==> config.mk <==
export PLATFORM = sky130hd
export DESIGN_NAME = axi_sram_rd_slave
export DESIGN_NICKNAME = d
export VERILOG_FILES = /design/src/rtl/axi_pkg.sv /design/src/rtl/axi_burst_addr.sv /design/src/rtl/axi_sram_rd_slave.sv
export SDC_FILE = /design/constraint.sdc
export NUM_CORES = 1
export LEC_CHECK = 0
export CORE_MARGIN = 3
export CORE_UTILIZATION = 51
export DETAILED_ROUTE_END_ITERATION = 8
export PLACE_DENSITY = 0.86
export SKIP_CTS_REPAIR_TIMING = 1
export SLEW_MARGIN = 20
export SYNTH_ARGS = -nofsm -noshare
export SYNTH_HDL_FRONTEND = slang
export SYNTH_HIERARCHICAL = 1
export SYNTH_SLANG_ARGS = --single-unit
export TNS_END_PERCENT = 20
==> constraint.sdc <==
create_clock -name clk -period 4.25 [get_ports clk]
set_clock_uncertainty 0.15 [all_clocks]
set_input_delay 0.85 -clock clk [delete_from_list [all_inputs] [get_ports clk]]
set_output_delay 0.85 -clock clk [all_outputs]
set_load 0.01 [all_outputs]
==> src/rtl/axi_pkg.sv <==
// Shared AXI read-channel encodings and the read responder state type.
// Imported by the burst address generator and the read slave top.
package axi_pkg;

    localparam logic [1:0] BURST_FIXED = 2'b00;
    localparam logic [1:0] BURST_INCR  = 2'b01;
    localparam logic [1:0] BURST_WRAP  = 2'b10;
    localparam logic [1:0] BURST_RSVD  = 2'b11;

    localparam logic [1:0] RESP_OKAY   = 2'b00;
    localparam logic [1:0] RESP_SLVERR = 2'b10;

    typedef enum logic [2:0] {
        IDLE,
        WAIT,
        REQ,
        CAP,
        RESP
    } rd_state_e;

    // WRAP is not supported by this slave, so it is answered like the reserved code.
    function automatic logic burst_err(input logic [1:0] burst,
                                       input logic [2:0] size,
                                       input logic [2:0] size_max);
        return (burst == BURST_WRAP) || (burst == BURST_RSVD) || (size > size_max);
    endfunction

endpackage

==> src/rtl/axi_burst_addr.sv <==
// Burst address generator: holds the start address, size and burst type of the
// current burst and steps the beat address; also flags unsupported bursts.
module axi_burst_addr
    import axi_pkg::*;
#(
    parameter int ADDR_W = 32,
    parameter int DATA_W = 32
) (
    input  logic              clk,
    input  logic              rst,
    input  logic              load,
    input  logic              advance,
    input  logic [ADDR_W-1:0] start_addr,
    input  logic [2:0]        size,
    input  logic [1:0]        burst,
    output logic [ADDR_W-1:0] word_addr,
    output logic              err
);

    localparam int LSB = $clog2(DATA_W / 8);
    localparam logic [ADDR_W-1:0] ALIGN_MASK = ~ADDR_W'((1 << LSB) - 1);

    logic [ADDR_W-1:0] addr_q, addr_d;
    logic [ADDR_W-1:0] next_addr;
    logic [2:0]        size_q, size_d;
    logic [1:0]        burst_q, burst_d;

    always_comb begin
        // NOTE: every signal written here gets a default first, so no latch is inferred.
        next_addr = addr_q;
        if (burst_q == BURST_INCR) begin
            next_addr = addr_q + (ADDR_W'(1) << size_q);
        end

        addr_d  = addr_q;
        size_d  = size_q;
        burst_d = burst_q;
        if (load) begin
            addr_d  = start_addr;
            size_d  = size;
            burst_d = burst;
        end else if (advance) begin
            addr_d  = next_addr;
        end
    end

    always_ff @(posedge clk) begin
        if (rst) begin
            addr_q  <= '0;
            size_q  <= '0;
            burst_q <= BURST_FIXED;
        end else begin
            addr_q  <= addr_d;
            size_q  <= size_d;
            burst_q <= burst_d;
        end
    end

    assign word_addr = addr_q & ALIGN_MASK;
    assign err       = burst_err(burst_q, size_q, 3'(LSB));

endmodule

==> src/rtl/axi_sram_rd_slave.sv <==
// AXI4 read responder (AR/R) in front of a 1-cycle-latency SRAM read port.
// One burst at a time: optional start delay, then REQ/CAP/RESP per beat.
module axi_sram_rd_slave
    import axi_pkg::*;
#(
    parameter int ADDR_W = 32,
    parameter int DATA_W = 32,
    parameter int ID_W   = 4,
    parameter int DELAY  = 2
) (
    input  logic              clk,
    input  logic              rst,
    input  logic              arvalid,
    output logic              arready,
    input  logic [ADDR_W-1:0] araddr,
    input  logic [ID_W-1:0]   arid,
    input  logic [7:0]        arlen,
    input  logic [2:0]        arsize,
    input  logic [1:0]        arburst,
    output logic              rvalid,
    input  logic              rready,
    output logic [DATA_W-1:0] rdata,
    output logic [1:0]        rresp,
    output logic              rlast,
    output logic [ID_W-1:0]   rid,
    output logic              mem_ren,
    output logic [ADDR_W-1:0] mem_raddr,
    input  logic [DATA_W-1:0] mem_rdata
);

    localparam int SIZE_MAX = $clog2(DATA_W / 8);

    rd_state_e         state_q, state_d;
    logic [3:0]        dly_q, dly_d;
    logic [7:0]        beat_q, beat_d;
    logic [7:0]        len_q, len_d;
    logic [ID_W-1:0]   id_q, id_d;
    logic [DATA_W-1:0] rdata_q, rdata_d;

    logic ar_fire;
    logic r_fire;
    logic load;
    logic advance;
    logic err;
    logic err_new;

    axi_burst_addr #(
        .ADDR_W (ADDR_W),
        .DATA_W (DATA_W)
    ) u_addr (
        .clk        (clk),
        .rst        (rst),
        .load       (load),
        .advance    (advance),
        .start_addr (araddr),
        .size       (arsize),
        .burst      (arburst),
        .word_addr  (mem_raddr),
        .err        (err)
    );

    assign arready = (state_q == IDLE) & ~rst;
    assign ar_fire = arvalid & arready;
    assign r_fire  = rvalid & rready;
    // The latched err is not visible until after the handshake edge.
    assign err_new = burst_err(arburst, arsize, 3'(SIZE_MAX));

    always_comb begin
        state_d = state_q;
        dly_d   = dly_q;
        beat_d  = beat_q;
        len_d   = len_q;
        id_d    = id_q;
        rdata_d = rdata_q;
        load    = 1'b0;
        advance = 1'b0;

        unique case (state_q)
            IDLE: begin
                if (ar_fire) begin
                    load    = 1'b1;
                    beat_d  = '0;
                    len_d   = arlen;
                    id_d    = arid;
                    rdata_d = '0;
                    if (DELAY > 0) begin
                        state_d = WAIT;
                        dly_d   = 4'(DELAY - 1);
                    end else begin
                        state_d = err_new ? RESP : REQ;
                    end
                end
            end
            WAIT: begin
                if (dly_q == '0) begin
                    state_d = err ? RESP : REQ;
                end else begin
                    dly_d = dly_q - 4'd1;
                end
            end
            REQ: begin
                state_d = CAP;
            end
            CAP: begin
                rdata_d = mem_rdata;
                state_d = RESP;
            end
            RESP: begin
                if (r_fire) begin
                    if (rlast) begin
                        state_d = IDLE;
                    end else begin
                        beat_d  = beat_q + 8'd1;
                        advance = 1'b1;
                        state_d = err ? RESP : REQ;
                    end
                end
            end
            default: begin
                state_d = IDLE;
            end
        endcase
    end

    always_ff @(posedge clk) begin
        if (rst) begin
            state_q <= IDLE;
            dly_q   <= '0;
            beat_q  <= '0;
            len_q   <= '0;
            id_q    <= '0;
            rdata_q <= '0;
        end else begin
            state_q <= state_d;
            dly_q   <= dly_d;
            beat_q  <= beat_d;
            len_q   <= len_d;
            id_q    <= id_d;
            rdata_q <= rdata_d;
        end
    end

    // Error bursts never capture memory data, so rdata_q stays at its cleared value.
    assign rvalid  = (state_q == RESP);
    assign rlast   = rvalid & (beat_q == len_q);
    assign rresp   = (rvalid & err) ? RESP_SLVERR : RESP_OKAY;
    assign rdata   = rdata_q;
    assign rid     = id_q;
    assign mem_ren = (state_q == REQ);

endmodule

# Word-level counts from Yosys, hierarchy flattened
# Cells that the tools add are included.
[totals] output_inout_bits=74 register_bits=96 in_bits=85
[classes] addsub=3 eq_ne=13 magnitude_cmp=1 n_bitwise=6 mux=24 n_shift=1 n_reduce_logical=15
[op_table] op="two-way mux 32 bit" count=4
[op_table] op="case mux 32 bit (2 select lines)" count=1
[op_table] op="adder 32 bit" count=1
[op_table] op="<< shifter 1 x 3 -> 32 bit (first input constant)" count=1
[op_table] op="two-way mux 8 bit" count=3
[op_table] op="case mux 8 bit (2 select lines)" count=1
[op_table] op="two-way mux 3 bit" count=5
[op_table] op="case mux 3 bit (5 select lines)" count=1
[op_table] op="nonzero test 2 bit" count=5
[op_table] op="adder 8 x 1 -> 8 bit (second input constant)" count=1
[op_table] op="equality test 8 bit" count=1
[op_table] op="two-way mux 4 bit" count=2
[op_table] op="!= test 2 bit (second input constant)" count=4
[op_table] op="case mux 4 bit (2 select lines)" count=1
[op_table] op="equality test 3 x 2 -> 1 bit (second input constant)" count=2
[op_table] op="AND reduction 2 bit" count=3
[op_table] op="AND reduction 3 bit" count=2
[op_table] op="bitwise AND 1 bit" count=5
[op_table] op="two-way mux 1 bit" count=5
[op_table] op="equality test 2 bit (second input constant)" count=2
[op_table] op="zero test 4 bit" count=1
[op_table] op="AND reduction 4 bit" count=1
[op_table] op="subtractor 4 x 1 -> 4 bit (second input constant)" count=1
[op_table] op="equality test 3 x 1 -> 1 bit (second input constant)" count=1
[op_table] op="8 further kinds" count=9

# Depth between registers and ports, before layout
# Gate-level depths: netlist of run 1.
[logic_depth] word_depth=7 mapped_depth=15 ltp_nobuf=11

# By module
# The synthesis of run 1 kept the hierarchy.
[modules_own_cells] mod="axi_burst_addr" instances=1 cells_per_inst=311 area_each_um2=2663.8
[modules_own_cells] mod="axi_sram_rd_slave" instances=1 cells_per_inst=319 area_each_um2=2596.2

# Least setup slack after synthesis of run 1
# Ideal clock, no wire load.
[synth_path] path_type="register -> register" from="reg state_q[1]" to="reg u_addr.addr_q[18]" stages_incl_launch_ff=14 n_path_buf=2 path_slack_ns=1.554 setup_time_ns=0.086 period_less_slack_ns=2.696 arrival_ns=2.460 required_ns=4.014 path_cell_list="dfxtp_1 > buf_2 > nor2_1 > nand2_1 > inv_1 > nand2_1 > a21oi_1 > nand2_1 > or2_0 > buf_2 > a211oi_2 > nand4_1 > xor2_1 > a211oi_1"
[synth_via] elab_chain_cells=7
[synth_rtl] item="start, declared" line_no="axi_sram_rd_slave.sv:33" source="rd_state_e state_q, state_d;"
[synth_rtl] item="start signal, assigned" line_no="axi_sram_rd_slave.sv:134" source="state_q <= state_d;"
[synth_rtl] item="equality test 3 bit *" line_no="axi_sram_rd_slave.sv:144" source="assign rvalid = (state_q == RESP);"
[synth_rtl] item="named net rvalid" line_no="axi_sram_rd_slave.sv:20" source="output logic rvalid,"
[synth_rtl] item="bitwise AND 1 bit" line_no="axi_sram_rd_slave.sv:145" source="assign rlast = rvalid & (beat_q == len_q);"
[synth_rtl] item="two-way mux 1 bit" line_no="axi_sram_rd_slave.sv:110" source="if (rlast) begin"
[synth_rtl] item="two-way mux 1 bit" line_no="axi_sram_rd_slave.sv:109" source="if (r_fire) begin"
[synth_rtl] item="two-way mux 1 bit *" line_no="axi_sram_rd_slave.sv:78" source="unique case (state_q)"
[synth_rtl] item="named net advance" line_no="axi_sram_rd_slave.sv:43" source="logic advance;"
[synth_rtl] item="nonzero test 2 bit (no source line) *"
[synth_rtl] item="AND reduction 2 bit (no source line) *"
[synth_rtl] item="end signal, assigned" line_no="axi_burst_addr.sv:53" source="addr_q <= addr_d;"
[synth_rtl] item="end, declared" line_no="axi_burst_addr.sv:23" source="logic [ADDR_W-1:0] addr_q, addr_d;"
# The timed path passes the listed nets; every way through them passes the cells marked *.
# A chain may end at the register's enable or synchronous reset.

# Worst setup path after layout of run 1
[layout_path] from="reg state_q[1]" to="out rlast"
[layout_via] elab_chain_cells=2
[layout_rtl] item="equality test 3 bit" line_no="axi_sram_rd_slave.sv:144"
[layout_rtl] item="bitwise AND 1 bit" line_no="axi_sram_rd_slave.sv:145"
[layout_rtl] item="end, declared" line_no="axi_sram_rd_slave.sv:24" source="output logic rlast,"
# No other way between the ends.

==> results of run 1 <==
[metal layers]
| metal | wire [µm] | share of wire (%) | vias up |
|---|---|---|---|
| li1 | - | - | 2395 |
| met4 | 194 | 1.4 | 0 |
| met2 | 7000 | 50 | 175 |
| met5 | 0 | 0 | - |
| met1 | 5810 | 42 | 2295 |
| met3 | 884 | 6.4 | 17 |
[critical path: stages (launching register included)]
cell	delay, ns
dfxtp_1	0.41
nor2_1	0.21
nand2_1	0.14
nor3_2	0.64
clkdlybuf4s50_1	0.67
[power by group]
group	total (µW)	internal (µW)	leakage [µW]	switching, µW
registers	1020	955	0.000782	61.3
clock network	641	298	0.000109	344
logic	439	231	0.00155	208
total	2100	1480	0.00244	613
[how the worst max path moves through the flow]
stage	endpoint	slack, ns	cells past startpoint
after global routing	rlast	0.67	4
after global placement	u_addr/addr_q[14]$_SDFFE_PP0P_	1.0	9
after floorplan	u_addr/addr_q[18]$_SDFFE_PP0P_	1.55	13
final	rlast	0.81	4
after detailed placement	u_addr/addr_q[18]$_SDFFE_PP0P_	0.90	9
after CTS	rlast	0.83	4
[per-stage QoR]
stage | setup WS [ns] | hold slack (ns) | instances
after global routing | 0.666 | 0.340 | 869
final | 0.815 | 0.321 | 869
after global placement | 0.998 | 0.303 | 853
after floorplan | 1.55 | 0.307 | 631
after CTS | 0.832 | 0.323 | 869
after detailed placement | 0.897 | 0.308 | 853
[area by class of cell]
| type | instances | share of cell area (%) |
|---|---|---|
| flip-flops and latches | 96 | 28.2 |
| clock inverters | 6 | 1.12 |
| clock buffers | 10 | 2.02 |
| well taps | 133 | 2.44 |
| multi-input cells | 450 | 42.1 |
| inverters | 12 | 0.661 |
| repair buffers | 162 | 23.5 |
[logic make-up (layout without fill, tap and decap cells)]
group           count (synthesis)  in the layout  synth area share, %
mux                             9              9                 1.71
simple gates                  257            257                 25.1
fa+ha+maj                      12             12                 3.00
other cells                     2              3                0.143
flops                          96             96                 36.5
xor+xnor                       37             37                 6.16
buf+inv                        85            190                 9.11
compound gates                132            132                 18.2
[cells in the mapped netlist, types with 6 or more instances]
cell type  count  area share, %
o21ai_0       10           0.95
and4_1         7            1.2
inv_1         11           0.78
xnor2_1       24            4.0
nand3_1       40            3.8
and3_1         6           0.71
ha_1          11            2.6
nand3b_1      12            1.7
buf_2          8           0.76
buf_4         34            4.9
nor3_1         8           0.76
a21oi_1       51            4.9
mux2i_1        9            1.7
a211oi_1      22            3.1
nand4_1       12            1.4
clkbuf_1      23            1.6
xor2_1        13            2.2
nor2_1        46            3.3
dfxtp_1       96             37
nand2_1       89            6.4
[registers in the layout, indices dropped and copies added, names as in the netlist]
register and flops:
u_addr/burst_q 2, u_addr/addr_q 32, state_q 3, dly_q 4, rid 4, rdata 32
beat_q 8, u_addr/size_q 3, len_q 8
==> flow_metrics.env, run 1 <==
export IMPL_syn_area_per_cell_um2=8.35
export IMPL_ir_drop_uv=195
export IMPL_clock_path_buffers=2
export IMPL_drive_gt1_share_pct=7.20
export IMPL_detail_route_wl_per_cell_um=16.0
export IMPL_clk_latency_ns=0.37
export IMPL_first_iter_violations=319
export IMPL_area_growth_pct=29.5
export IMPL_cp_max_fo=12
export IMPL_ys_seq_elements=96
export IMPL_die_w_um=108
export IMPL_dr_pass1_iters=5
export IMPL_fillerInstances=791
export IMPL_layout_commonest_cell="clkdlybuf4s50_1"
export IMPL_worst_r2r_path_depth=8
export IMPL_grt_pass1_wl_um=22400
export IMPL_clock_sinks=96
export IMPL_top_usage_layer="met2"
export IMPL_grt_usage_pct=23.5
export IMPL_cap_violations=0
export IMPL_io_pins=159
export IMPL_num_rows=36
export IMPL_finalHoldViolations=0
export IMPL_synth_cell_types=71
export IMPL_synth_edf_count=0
export IMPL_worstHoldStart="rdata[17]$_SDFFE_PP0P_"
export IMPL_clk_pin_slew_ns=0.10
export IMPL_slew_headroom_pct=30.5
export IMPL_hp_class="reg2reg"
export IMPL_overflow=0
export IMPL_yosys_warnings=6
export IMPL_critPathRequiredTime_ns=3.25
export IMPL_final_cell_area_um2=6810
export IMPL_grt_max_degree=50
export IMPL_antenna_left=0
export IMPL_die_area_um2=11600
export IMPL_start_kind="flip-flop"
export IMPL_rsz0062_at_grt="no"
export IMPL_fin_crit_ns=3.44
export IMPL_worstHoldPathCells=2
export IMPL_fmax_ghz=0.291
export IMPL_clock_root_buffer="clkbuf_8"
export IMPL_synth_yosys_seq_area_share_pct=36.5
export IMPL_timing_rr_start="u_addr/size_q[2]$_SDFFE_PP0P_"
export IMPL_numCtsBuffers=9
export IMPL_grt_pass1_vias=4618
export IMPL_antenna_found_initial=0
export IMPL_multi_input_area_um2=2860
export IMPL_setup_viol=0
export IMPL_crit_type="reg2out"
export IMPL_finalPower_uw=2100
export IMPL_drc=0
export IMPL_syn_inst=630
export IMPL_final_core_util_pct=68.7
export IMPL_slew_violations=0
export IMPL_antenna_cells=0
export IMPL_power_density_nw_per_um2=308
export IMPL_r2r_end="u_addr/addr_q[31]$_SDFFE_PP0P_"
export IMPL_worstPathArrival_ns=2.44
export IMPL_endpoint_kind="primary output"
export IMPL_r2r_slack_ns=1.11
export IMPL_mostFrequentLayoutCells="clkdlybuf4s50_1, dfxtp_1, nand2_1"
export IMPL_min_to="rdata[17]$_SDFFE_PP0P_"
export IMPL_gp_congestion=0.904
export IMPL_routed_wl_um=13900
export IMPL_grt_met1_usage_pct=30.8
export IMPL_p_leak_uw=0.00244
export IMPL_status="complete, no violations"
export IMPL_hpwlAfterDp_um=9930
export IMPL_cts_tree="built"
export IMPL_vias=4882
export IMPL_seq_area_um2=1920
export IMPL_startpoint="state_q[1]$_SDFFE_PP0P_"
export IMPL_fin_crit_sh_pct=80.8
export IMPL_cts_htree_levels=3
export IMPL_synth_async_reset_ratio_pct=0
export IMPL_start_util_pct=53.1
export IMPL_ys_flop_type="dfxtp_1"
export IMPL_place_area_um2=6600
export IMPL_tns_ns=0
export IMPL_grt_use_met3_pct=3.30
export IMPL_nets=828
export IMPL_coreArea_um2=9910
export IMPL_via_per_inst=5.62
export IMPL_tightest_slew_ns=1.04
export IMPL_die_height_um=108
export IMPL_synth_area_um2=5260
export IMPL_port_buffers=155
export IMPL_use_met2_pct=39.7
Note: power is estimated with default switching activity, not from simulation.
==> inputs of run 2 (changes only) <==
CORE_UTILIZATION = 43   (was 51)
PLACE_DENSITY = 0.77   (was 0.86)
clock period = 2.93 ns   (was 4.25 ns; I/O delays follow)
==> flow_metrics.env, run 2 (synthesis gave the netlist of run 1 again) <==
export IMPL_status="complete, no violations"
export IMPL_critPathRequiredTime_ns=2.99
export IMPL_critical_path_slowest_cell="dfxtp_2"
export IMPL_clock_sinks=96
export IMPL_slew_violations=0
export IMPL_internal_power_uw=2440
export IMPL_die_height_um=117
export IMPL_port_buffers=155
export IMPL_first_iter_violations=395
export IMPL_num_rows=39
export IMPL_worstPathArrival_ns=2.90
export IMPL_power_frac_clock_pct=36.5
export IMPL_cp_max_fo=11
export IMPL_setup_ws_ns=0.0886
export IMPL_max_stage_delay_ns=0.41
export IMPL_drive_gt1_share_pct=8.72
export IMPL_fillerInstances=1032
export IMPL_grt_usage_pct=20.7
export IMPL_gp_congestion=0.921
export IMPL_overflow=0
export IMPL_cap_violations=0
export IMPL_sequentialPowerShare_pct=44.1
export IMPL_layout_commonest_cell="clkdlybuf4s50_1"
export IMPL_tns_ns=0
export IMPL_grt_pass1_vias=4652
export IMPL_p_leak_uw=0.00254
export IMPL_finalHoldViolations=0
export IMPL_clk_latency_ns=0.34
export IMPL_hp_class="reg2reg"
export IMPL_mostFrequentLayoutCells="clkdlybuf4s50_1, dfxtp_1, nand2_1"
export IMPL_slew_headroom_pct=57.4
export IMPL_start_kind="flip-flop"
export IMPL_io_pins=159
export IMPL_cts_tree="built"
export IMPL_clk_pin_slew_ns=0.07
export IMPL_crit_type="reg2reg"
export IMPL_start_util_pct=45.1
export IMPL_p_comb_share_pct=19.4
export IMPL_cts_htree_levels=3
export IMPL_p_sw_uw=899
export IMPL_detail_route_wl_per_cell_um=16.2
export IMPL_fmax_ghz=0.352
export IMPL_grt_max_degree=87
export IMPL_fin_crit_ns=2.84
export IMPL_antenna_left=0
export IMPL_setup_viol=0
export IMPL_clock_root_buffer="clkbuf_16"
export IMPL_die_w_um=117
export IMPL_nets=837
export IMPL_place_ws_ns=-0.0306
export IMPL_worst_hold_slack_ns=0.316
export IMPL_vias=4912
export IMPL_ir_drop_uv=257
export IMPL_switching_share_pct=26.9
export IMPL_antenna_found_initial=1
export IMPL_tightest_slew_ns=0.637
export IMPL_endpoint_kind="flip-flop"
export IMPL_clock_path_buffers=2
export IMPL_dr_pass1_iters=4
export IMPL_coreArea_um2=11700
export IMPL_fin_crit_sh_pct=97.0
export IMPL_hpwlAfterDp_um=10400
export IMPL_die_area_um2=13600
export IMPL_drc=0
export IMPL_routed_wl_um=14400
export IMPL_via_per_inst=5.53
export IMPL_area_growth_pct=33.5
export IMPL_crit_chain="nor3b_1 > ha_1 > a21o_1 > a31o_2 > o2111ai_2 > buf_4 > a2111oi_4 > xnor2_1 > a211oi_2"
export IMPL_numCtsBuffers=9
export IMPL_power_density_nw_per_um2=475
export IMPL_grt_pass1_wl_um=22900
## run 2: changes by cell type in the layout (fill, tap and decap cells not counted), sizes merged
cell	previous run	this run
inv	14	12
buf	8	17
clkbuf	10	12
diode	0	1
## run 2: cell type report
type | instances | area [µm²] | area share (%)
diodes | 1 | 2.50 | 0.0356
clock buffers | 12 | 256 | 3.65
clock inverters | 4 | 52.6 | 0.748
inverters | 12 | 45.0 | 0.641
multi-input cells | 450 | 2870 | 40.9
flip-flops and latches | 96 | 1920 | 27.4
well taps | 143 | 179 | 2.55
repair buffers | 171 | 1690 | 24.1
## run 2: metal layers
metal | vias to the layer above | GRT usage (%) | wire (µm)
met5 | - | 0 | 0
met4 | 0 | 8.26 | 298
met3 | 22 | 3.37 | 695
met2 | 137 | 34.9 | 7080
met1 | 2336 | 26.5 | 6350
li1 | 2417 | - | -
## run 2: power by group through the flow
stage	logic [µW]	clock network [µW]	registers [µW]
2_1_floorplan	408	0	1480
3_3_place_gp	629	0	1490
3_5_place_dp	644	0	1500
4_1_cts	649	1240	1470
5_1_grt	712	1290	1480
6_report	649	1220	1470
## run 2: worst paths after layout
path	startpoint	to	slack, ns	cells past startpoint
hold reg to reg	rdata[1]$_SDFFE_PP0P_	rdata[1]$_SDFFE_PP0P_	0.32	2
hold / removal	rdata[1]$_SDFFE_PP0P_	rdata[1]$_SDFFE_PP0P_	0.32	2
setup / recovery	u_addr/size_q[2]$_SDFFE_PP0P_	u_addr/addr_q[19]$_SDFFE_PP0P_	0.09	9
setup reg to reg	u_addr/size_q[2]$_SDFFE_PP0P_	u_addr/addr_q[19]$_SDFFE_PP0P_	0.09	9
## run 2: through the flow
| stage | std cells | utilization, % | total power, µW | cell area (µm²) |
|---|---|---|---|---|
| final | 889 | 60.2 | 3340 | 7020 |
| after global routing | 889 | 60.2 | 3490 | 7020 |
| after detailed placement | 872 | 57.5 | 2140 | 6700 |
| after floorplan | 631 | - | 1890 | 5260 |
| after global placement | 872 | 57.5 | 2120 | 6700 |
| after CTS | 888 | 60.1 | 3350 | 7010 |
## run 2: worst max-delay path: cells and delay by family (launching register included)
family / cells / cell delay [ns]
fa+ha+maj: 1 / 0.35
simple gates: 1 / 0.30
buf+inv: 1 / 0.27
flops: 1 / 0.41
compound gates: 5 / 0.93
xor+xnor: 1 / 0.29
